### config.mk
export PLATFORM = sky130hd
export DESIGN_NAME = fetch_unit
export DESIGN_NICKNAME = d
export VERILOG_FILES = /design/src/rtl/fetch_unit.sv
export SDC_FILE = /design/constraint.sdc
export NUM_CORES = 1
export LEC_CHECK = 0
export ABC_AREA = 1
export CORE_ASPECT_RATIO = 1.2
export CORE_MARGIN = 2
export CORE_UTILIZATION = 38
export DETAILED_ROUTE_END_ITERATION = 10
export PLACE_DENSITY = 0.74
export REMOVE_ABC_BUFFERS = 1
export SYNTH_ARGS = -nofsm -noshare
export SYNTH_HDL_FRONTEND = slang
export SYNTH_SLANG_ARGS = --single-unit
### constraint.sdc
create_clock -name I_clk -period 1.2 [get_ports I_clk]
set_input_delay 0.36 -clock I_clk [delete_from_list [all_inputs] [get_ports I_clk]]
set_output_delay 0.36 -clock I_clk [all_outputs]
set_load 0.1 [all_outputs]
### src/rtl/fetch_unit.sv
// Instruction fetch: PC, req/ready memory handshake, one-word valid strobe.
// Optional fetch watchdog with sticky fault is enabled by defining FETCH_WDOG_EN.
module fetch_unit #(
    parameter int                  PC_WIDTH    = 8,
    parameter logic [PC_WIDTH-1:0] RESET_PC    = '0,
    parameter int                  WDOG_CYCLES = 16
) (
    input  logic                I_clk,
    input  logic                I_reset,
    input  logic                I_enable,
    input  logic                I_stall,
    input  logic                I_jump,
    input  logic [PC_WIDTH-1:0] I_jump_target,
    input  logic                I_mem_ready,
    input  logic [15:0]         I_mem_data,
    output logic                O_mem_req,
    output logic [PC_WIDTH-1:0] O_mem_addr,
    output logic [15:0]         O_instruction,
    output logic                O_valid,
    output logic [PC_WIDTH-1:0] O_pc,
    output logic                O_fault
);

    typedef enum logic [1:0] {
        S_IDLE,
        S_REQ,
        S_VALID
`ifdef FETCH_WDOG_EN
        ,
        S_FAULT
`endif
    } state_t;

    state_t              r_state;
    logic [PC_WIDTH-1:0] r_pc;
    logic                r_req;
    logic                r_valid;
    logic [15:0]         r_instr;
    logic [PC_WIDTH-1:0] r_opc;
    logic                w_jump;

`ifdef FETCH_WDOG_EN
    localparam int WDW = $clog2(WDOG_CYCLES + 1);
    localparam logic [WDW-1:0] WDOG_LAST = WDW'(WDOG_CYCLES - 1);

    logic [WDW-1:0] r_wdog;
    logic           r_fault;

    // A faulted fetch unit only leaves FAULT through reset.
    assign w_jump  = I_jump && (r_state != S_FAULT);
    assign O_fault = r_fault;
`else
    logic w_unused;

    assign w_unused = ^WDOG_CYCLES;
    assign w_jump   = I_jump;
    assign O_fault  = 1'b0;
`endif

    always_ff @(posedge I_clk) begin
        if (I_reset) begin
            r_state <= S_IDLE;
            r_pc    <= RESET_PC;
            r_req   <= 1'b0;
            r_valid <= 1'b0;
            r_instr <= '0;
            r_opc   <= RESET_PC;
`ifdef FETCH_WDOG_EN
            r_wdog  <= '0;
            r_fault <= 1'b0;
`endif
        end else if (w_jump) begin
            r_pc    <= I_jump_target;
            r_valid <= 1'b0;
            r_req   <= I_enable;
            r_state <= I_enable ? S_REQ : S_IDLE;
`ifdef FETCH_WDOG_EN
            r_wdog  <= '0;
`endif
        end else begin
            case (r_state)
                S_IDLE: begin
                    if (I_enable) begin
                        r_req   <= 1'b1;
                        r_state <= S_REQ;
                    end
                end
                S_REQ: begin
                    if (I_mem_ready) begin
                        r_instr <= I_mem_data;
                        r_opc   <= r_pc;
                        r_valid <= 1'b1;
                        r_req   <= 1'b0;
                        r_state <= S_VALID;
`ifdef FETCH_WDOG_EN
                        r_wdog  <= '0;
`endif
                    end else if (!I_enable) begin
                        r_req   <= 1'b0;
                        r_state <= S_IDLE;
`ifdef FETCH_WDOG_EN
                        r_wdog  <= '0;
`endif
                    end
`ifdef FETCH_WDOG_EN
                    else if (r_wdog == WDOG_LAST) begin
                        r_fault <= 1'b1;
                        r_req   <= 1'b0;
                        r_wdog  <= '0;
                        r_state <= S_FAULT;
                    end else begin
                        r_wdog  <= r_wdog + 1'b1;
                    end
`endif
                end
                S_VALID: begin
                    if (!I_stall) begin
                        r_pc    <= r_pc + 1'b1;
                        r_valid <= 1'b0;
                        r_req   <= I_enable;
                        r_state <= I_enable ? S_REQ : S_IDLE;
                    end
                end
`ifdef FETCH_WDOG_EN
                S_FAULT: begin
                    r_valid <= 1'b0;
                    r_req   <= 1'b0;
                end
`endif
                default: begin
                    r_req   <= 1'b0;
                    r_valid <= 1'b0;
                    r_state <= S_IDLE;
                end
            endcase
        end
    end

    assign O_mem_req     = r_req;
    assign O_mem_addr    = r_pc;
    assign O_instruction = r_instr;
    assign O_valid       = r_valid;
    assign O_pc          = r_opc;

endmodule

After elaboration in Yosys (flattened, before gate mapping)
Cells that the tools add are included.
W data, S select, Z words.
{"block": "word_totals", "in_bits": 30, "ff_bits": 36, "out_inout_bits": 35, "elab_cells": 43}
{"block": "classes", "n_eq_ne": 8, "bitwise_logic": 2, "muxes": 19, "reduce_logical": 7, "add_sub_neg": 1}
{"operator": "$mux W8", "n": 3}
{"operator": "$mux W2", "n": 5}
{"operator": "$reduce_and A3 Y1", "n": 3}
{"operator": "$add A8 B1 Y8 const B", "n": 1}
{"operator": "$mux W1", "n": 8}
{"operator": "$ne A3 B3 Y1 const B", "n": 2}
{"operator": "$pmux W1 S3", "n": 2}
{"operator": "$pmux W2 S3", "n": 1}
{"operator": "$ne A2 B2 Y1 const B", "n": 2}
{"operator": "$ne A4 B4 Y1 const B", "n": 1}
{"operator": "$eq A2 B1 Y1 const B", "n": 1}
{"operator": "$eq A2 B2 Y1 const B", "n": 1}
{"operator": "$logic_not A2 Y1", "n": 1}
{"operator": "$ne A2 B1 Y1 const B", "n": 1}
{"operator": "$not A1 Y1", "n": 2}
{"operator": "$reduce_and A2 Y1", "n": 1}
{"operator": "$reduce_bool A2 Y1", "n": 1}
{"operator": "$reduce_or A2 Y1", "n": 1}

Logic depth before layout (Yosys ltp)
Gate-level depths: netlist of the first run.
{"block": "logic_depth", "depth_word": 4, "depth_mapped": 8, "mapped_depth_nobuf": 8}

Worst setup path after synthesis of the first run
No wires, ideal clock.
{"block": "synth_path", "path_type": "reg2reg", "startpoint": "reg r_pc[0], in the netlist O_mem_addr[0]", "endpoint": "reg r_pc[4], in the netlist O_mem_addr[4]", "path_buffers": 0, "arrival_time_ns": 1.900, "required_ns": 1.130, "synth_period_minus_slack_ns": 1.970, "path_stages_with_launch": 7, "setup_slack_ns": -0.770, "setup_ns": 0.070, "cell_sequence": "dfxtp_1 ha_1 nand2_1 nor2_1 nand2_1 xor2_1 a21oi_1"}
{"block": "synth_via", "elab_chain_cells": 4}
{"item": "start: declaration", "line": "35", "source": "logic [PC_WIDTH-1:0] r_pc;"}
{"item": "start signal: assignment", "line": "73", "source": "r_pc <= I_jump_target;"}
{"item": "start signal: assignment", "line": "118", "source": "r_pc <= r_pc + 1'b1;"}
{"item": "$add A8 B1 Y8", "line": "118"}
{"item": "$mux W8", "line": "117", "source": "if (!I_stall) begin"}
{"item": "$mux W8", "line": "81", "source": "case (r_state)"}
{"item": "$mux W8", "line": "72", "source": "end else if (w_jump) begin"}
Every way passes these cells. The select of a mux whose other input is x is not followed.
A chain may end at the register's enable or synchronous reset.

Worst setup path in the final report of the first run
{"block": "layout_path", "startpoint": "reg r_state[1]", "endpoint": "reg r_pc[3], in the netlist O_mem_addr[3]"}
{"block": "layout_via", "elab_chain_cells": 3}
{"item": "start: declaration", "line": "34", "source": "state_t r_state;"}
{"item": "start signal: assignment", "line": "76", "source": "r_state <= I_enable ? S_REQ : S_IDLE;"}
{"item": "start signal: assignment", "line": "121", "source": "r_state <= I_enable ? S_REQ : S_IDLE;"}
{"item": "$eq A2 B2 Y1", "line": "81"}
{"item": "$reduce_bool A2 Y1 (no line)"}
{"item": "$reduce_and A2 Y1 (no line)"}
Every way passes these cells.

==> impl_metrics.json, run 1 <==
{
  "synth_ff_type": "dfxtp_1",
  "power_density_nw_per_um2": 1090,
  "syn2layout_area_growth_pct": 116,
  "p_leak_nw": 1.40,
  "fillers": 199,
  "synth_top_cell_by_area": "dfxtp_1",
  "setup_tns_ps": -2120,
  "ys_async_sr_fraction": 0,
  "crit_required_ps": 1400,
  "ant_nets": 0,
  "whs_endpoint": "r_state[0]",
  "violations": "setup timing",
  "dp_hpwl_um": 3380,
  "detail_route.wl_per_cell_um": 16.2,
  "timing.final.ws_setup_ps": -262,
  "initial_core_util": 0.396,
  "hold_path_depth": 3,
  "drive_above_1_share": 0.563,
  "maxCapViolCount": 0,
  "ys_top_cells_by_area": "dfxtp_1 (46%), nor2_1 (13%), nand2_1 (6.5%)",
  "post-route-period-util": 1.22,
  "io_buffer_count": 63,
  "path_class": "reg -> reg",
  "synth_top_area_share": 0.462,
  "clock_latency_ps": 300,
  "dieArea_um2": 4640,
  "htree_num_levels": 2,
  "first_global_vias": 1832,
  "grt-ovfl-total": 0,
  "yosys.cell_count.top_type": "nor2_1",
  "start_kind": "register",
  "synth-seq-area-share": 0.462,
  "grt_pass1_wl_um": 8320,
  "drt_first_pass_iters": 4,
  "clock-root-buffer": "clkbuf_8",
  "antenna_found_initial": 0,
  "die_w_um": 62.5,
  "final_max_slew_viol_count": 0,
  "place_ws_ps": -545,
  "first_iter_violations": 134,
  "ios": 65,
  "comb_power_share": 0.340,
  "switchingPower_mw": 1.30,
  "core_um2": 3940,
  "grt_use_total": 0.233,
  "gp_congestion": 0.877,
  "netlist_area_um2": 1560,
  "syn_inst": 216,
  "r2r_cells": 8,
  "netSwitchingFraction": 0.354,
  "hold_buffers": 0,
  "r2r_setup_slack_ps": -260,
  "clock-sinks": 36,
  "cts_made_buffers": 5,
  "ys_top_cells_by_count": "nor2_1 (53), dfxtp_1 (36), nand2_1 (27)",
  "diodes": 0,
  "drc": 0,
  "max_freq_mhz": 684,
  "rsz0062_at_grt": "yes",
  "clockBufferDepth": 2,
  "layout.nets": 350,
  "synthDistinctLibCells": 25,
  "hold_violations": 0,
  "timing.rr.start": "r_state[1]",
  "setup_viol": 40,
  "cts_tree": "built",
  "p_seq_frac": 0.362,
  "path_max_fanout": 3,
  "grt_max_degree": 16,
  "die_y_um": 74.2,
  "cp-end-kind": "register",
  "hold_start": "I_enable",
  "clk_pin_slew_ps": 80,
  "vias": 1929,
  "r2r_end": "O_mem_addr[3]",
  "cp.arrival_ps": 1660,
  "status": "complete, but fails checks",
  "floorplan.rows": 25,
  "synth-seq-cells": 36,
  "synth_area_per_cell_um2": 7.23,
  "synth_edf_count": 0,
  "viasPerCell": 5.16,
  "hold_class": "in -> reg",
  "synth_warnings": 0,
  "internal-power_mw": 2.38,
  "min_period_ps": 1460,
  "skew_ps": 10.0,
  "ir_drop_uv": 989,
  "p_clk_frac": 0.298,
  "totalWireLength_um": 6070
}
==> final cells by class <==
cell class	count	area [um2]	share of cell area
clock buffers	5	68.8	0.0204
inverters	17	66.3	0.0197
multi-input cells	151	982	0.291
well taps	54	67.6	0.0200
flip-flops and latches	36	782	0.232
clock inverters	3	42.5	0.0126
repair buffers	108	1360	0.404
==> sequential cells by signal, summed over array words and instances, names as in the netlist <==
signal	flops
O_instruction	16
r_state	2
O_mem_addr	8
O_pc	8
O_mem_req	1
O_valid	1
==> cells by family (layout without fill, tap and decap cells) <==
group           Yosys count  in the layout  synth area share
buf+inv                  29            133             0.102
fa+ha+maj                 1              1           0.00801
xor+xnor                  1              1           0.00561
other cells               1              1           0.00240
compound gates           50             50             0.164
simple gates             98             98             0.256
flops                    36             36             0.462
==> per-layer routing <==
| metal | vias up | wire (um) | global-route usage |
|---|---|---|---|
| met5 | - | 0 | 0 |
| met4 | 0 | 166 | 0.119 |
| met3 | 22 | 435 | 0.0862 |
| met2 | 89 | 3250 | 0.423 |
| met1 | 917 | 2210 | 0.239 |
| li1 | 901 | - | - |
==> critical path: stages (launching register included) <==
cell,delay [ps]
dfxtp_2,360
inv_4,50
nor2_1,150
nand2_2,110
buf_4,150
o21ai_0,250
nand3_1,150
nand2_1,100
inv_1,60
==> through the flow <==
| step | hold WS [ps] | cell area (um2) | total power [mW] | utilization | std cells |
|---|---|---|---|---|---|
| after floorplan | 429 | 1470 | 1.91 | - | 204 |
| after global placement | 505 | 2730 | 2.40 | 0.692 | 350 |
| after detailed placement | 508 | 2730 | 2.41 | 0.692 | 350 |
| after CTS | 516 | 3090 | 3.56 | 0.785 | 368 |
| after global routing | 445 | 3370 | 3.78 | 0.856 | 374 |
| final | 448 | 3370 | 3.68 | 0.856 | 374 |
==> layout by cell type (no fill, tap or decap), types with 2 or more instances in the layout <==
cell type	Yosys	final
buf_12	2	36
buf_4	1	35
dfxtp_2	0	28
clkdlybuf4s50_1	0	25
nor2_4	0	24
nand2_1	27	22
nor2_1	53	20
o21ai_1	16	18
inv_1	16	12
o21ai_0	15	11
nand3_1	12	10
nor2_2	0	9
a21oi_1	16	9
buf_6	1	8
dfxtp_4	0	7
a21oi_2	0	7
clkbuf_8	0	5
inv_2	1	4
nand2_2	1	4
dlygate4sd2_1	0	3
nand2_4	0	2
nor3_1	2	2
o21ai_2	0	2
==> worst max-delay path by stage <==
| stage | start | end | depth (start not counted) | slack [ps] |
|---|---|---|---|---|
| finish | r_state[1] | O_mem_addr[3] | 8 | -260 |
| global route | r_state[1] | O_mem_addr[3] | 8 | -380 |
| CTS | r_state[1] | O_instruction[9] | 7 | -90 |
| detailed placement | I_jump | O_pc[6] | 5 | -540 |
| global placement | I_jump | O_mem_addr[6] | 6 | -490 |
| floorplan | r_state[0] | O_instruction[0] | 5 | -940 |
==> power by group through the flow <==
stage / logic, mW / registers [mW] / clock network, mW
floorplan: 0.155 / 1.75 / 0
global placement: 1.04 / 1.35 / 0
detailed placement: 1.05 / 1.35 / 0
CTS: 1.13 / 1.33 / 1.09
global route: 1.31 / 1.34 / 1.14
finish: 1.25 / 1.33 / 1.10
==> what timing repair did <==
item / 4_1_cts / 5_1_grt
buffers inserted: 13 / 6
endpoints found under the hold margin: 0 / 0
resized for setup: 86 / 62
pin swaps: 7 / 17
cloned: 0 / 0
endpoints found under the setup margin: 69 / 68
(Power assumes the default switching activity.)
==> inputs of run 2 (changes only) <==
- CORE_UTILIZATION: 38 -> 40
- CTS_BUF_LIST: unset -> sky130_fd_sc_hd__clkbuf_4
- CTS_CLUSTER_DIAMETER: unset -> 30
- PLACE_DENSITY: 0.74 -> 0.78
==> run 2 against run 1 <==
The flow still finishes with violations (setup timing). Non-clock buffer count up 11. First-iteration DRC count rose to 2.6 times the previous value. Sequential share of layout area down 0.95 points. Utilization up 11 points. Cell area up 5.5%. Setup slack worse by 47 ps. Clock skew up 7.7 ps. Sequential cell count unchanged.
==> impl_metrics.json, run 2 (synthesized netlist as in run 1, its figures left out) <==
{
  "drive_above_1_share": 0.633,
  "crit_chain": "nand2_4 > nor3_4 > buf_6 > buf_8 > nor2_2 > a211oi_1",
  "status": "complete, but fails checks",
  "grt_pass1_wl_um": 9640,
  "die_w_um": 61.0,
  "place_ws_ps": -544,
  "layout_common_cells": "buf_4 (40), buf_12 (35), dfxtp_2 (26), clkdlybuf4s50_1 (26), nor2_1 (22)",
  "dp_hpwl_um": 3360,
  "post-route-period-util": 1.26,
  "floorplan.rows": 24,
  "io_buffer_count": 63,
  "final_common_cell": "buf_4",
  "clock_latency_ps": 390,
  "p_total_mw": 3.46,
  "violations": "setup timing",
  "layout.nets": 361,
  "cpMaxStageDelayCell": "dfxtp_4",
  "skew_ps": 17.7,
  "power_density_nw_per_um2": 972,
  "design_area_um2": 3560,
  "grt-ovfl-total": 0,
  "viasPerCell": 6.28,
  "timing.final.ws_setup_ps": -309,
  "totalWireLength_um": 10400,
  "hold_class": "in -> reg",
  "drc": 0,
  "start_kind": "register",
  "cts_tree": "built",
  "gp_congestion": 0.874,
  "grt_max_degree": 11,
  "initial_core_util": 0.423,
  "p_leak_nw": 1.47,
  "first_iter_violations": 347,
  "syn2layout_area_growth_pct": 128,
  "crit_required_ps": 1460,
  "dieArea_um2": 4420,
  "htree_num_levels": 2,
  "hold_ws_ps": 536,
  "rsz0062_at_grt": "yes",
  "die_y_um": 72.4,
  "cts_made_buffers": 5,
  "fin_cells": 382,
  "first_global_vias": 1964,
  "clock-sinks": 36,
  "max_freq_mhz": 663,
  "clock-root-buffer": "clkbuf_4",
  "fin_util": 0.963,
  "maxCapViolCount": 0,
  "vias": 2400,
  "ant_nets": 0,
  "min_period_ps": 1510,
  "dpl_cell_area_um2": 2680,
  "drt_first_pass_iters": 7,
  "cp.arrival_ps": 1770,
  "detail_route.wl_per_cell_um": 27.2,
  "clockBufferDepth": 2,
  "diodes": 0,
  "grt_use_total": 0.299,
  "largest_register_ffs": 16,
  "final_max_slew_viol_count": 0,
  "critical_path.max_stage_delay_ps": 430,
  "clk_pin_slew_ps": 130,
  "antenna_found_initial": 0,
  "ir_drop_uv": 1140,
  "path_class": "reg -> reg",
  "cp-end-kind": "register",
  "hold_buffers": 0,
  "ios": 65,
  "core_um2": 3690,
  "setup_viol": 70,
  "path_max_fanout": 6,
  "dp.cells": 340,
  "setup_tns_ps": -10080,
  "hold_violations": 0
}
## run 2: timing repair
action	in CTS	in global routing
cloned	5	0
resized for setup	83	103
pin swaps	9	22
endpoints found under the setup margin	69	70
setup buffers	21	13
## run 2: layout make-up
type,instances,area (um2)
inverters,17,71.3
clock inverters,2,7.51
flip-flops and latches,36,791
fillers,75,138
repair buffers,119,1510
clock buffers,5,37.5
multi-input cells,151,1070
well taps,52,65.1
## run 2: critical path, delay by kind of cell, from the launching register on
| family | cells | cell delay [ps] |
|---|---|---|
| compound gates | 1 | 240 |
| buf+inv | 2 | 340 |
| flops | 1 | 430 |
| simple gates | 3 | 370 |
## run 2: path summary, 6_finish.rpt
kind / start / end / slack [ps] / cells past startpoint
max: r_state[0] / O_pc[3] / -310 / 6
min reg2reg: O_pc[2] / O_pc[2] / 560 / 2
max reg2reg: r_state[0] / O_pc[3] / -310 / 6
min: I_jump / O_valid / 540 / 2
## run 2: power breakdown
part / leakage (nW) / total (mW) / switching (mW) / internal [mW]
combinational: 1.13 / 1.42 / 0.871 / 0.553
sequential: 0.312 / 1.35 / 0.0857 / 1.26
clock: 0.0261 / 0.684 / 0.480 / 0.205
total: 1.47 / 3.46 / 1.44 / 2.02
## run 2: per-layer routing
layer	GRT usage	vias up	part of all wire	wire, um
met1	0.329	1125	0.33	3400
met4	0.101	0	0.084	871
met5	0	-	0	0
met3	0.105	89	0.11	1150
met2	0.521	253	0.48	4950
li1	-	933	-	-
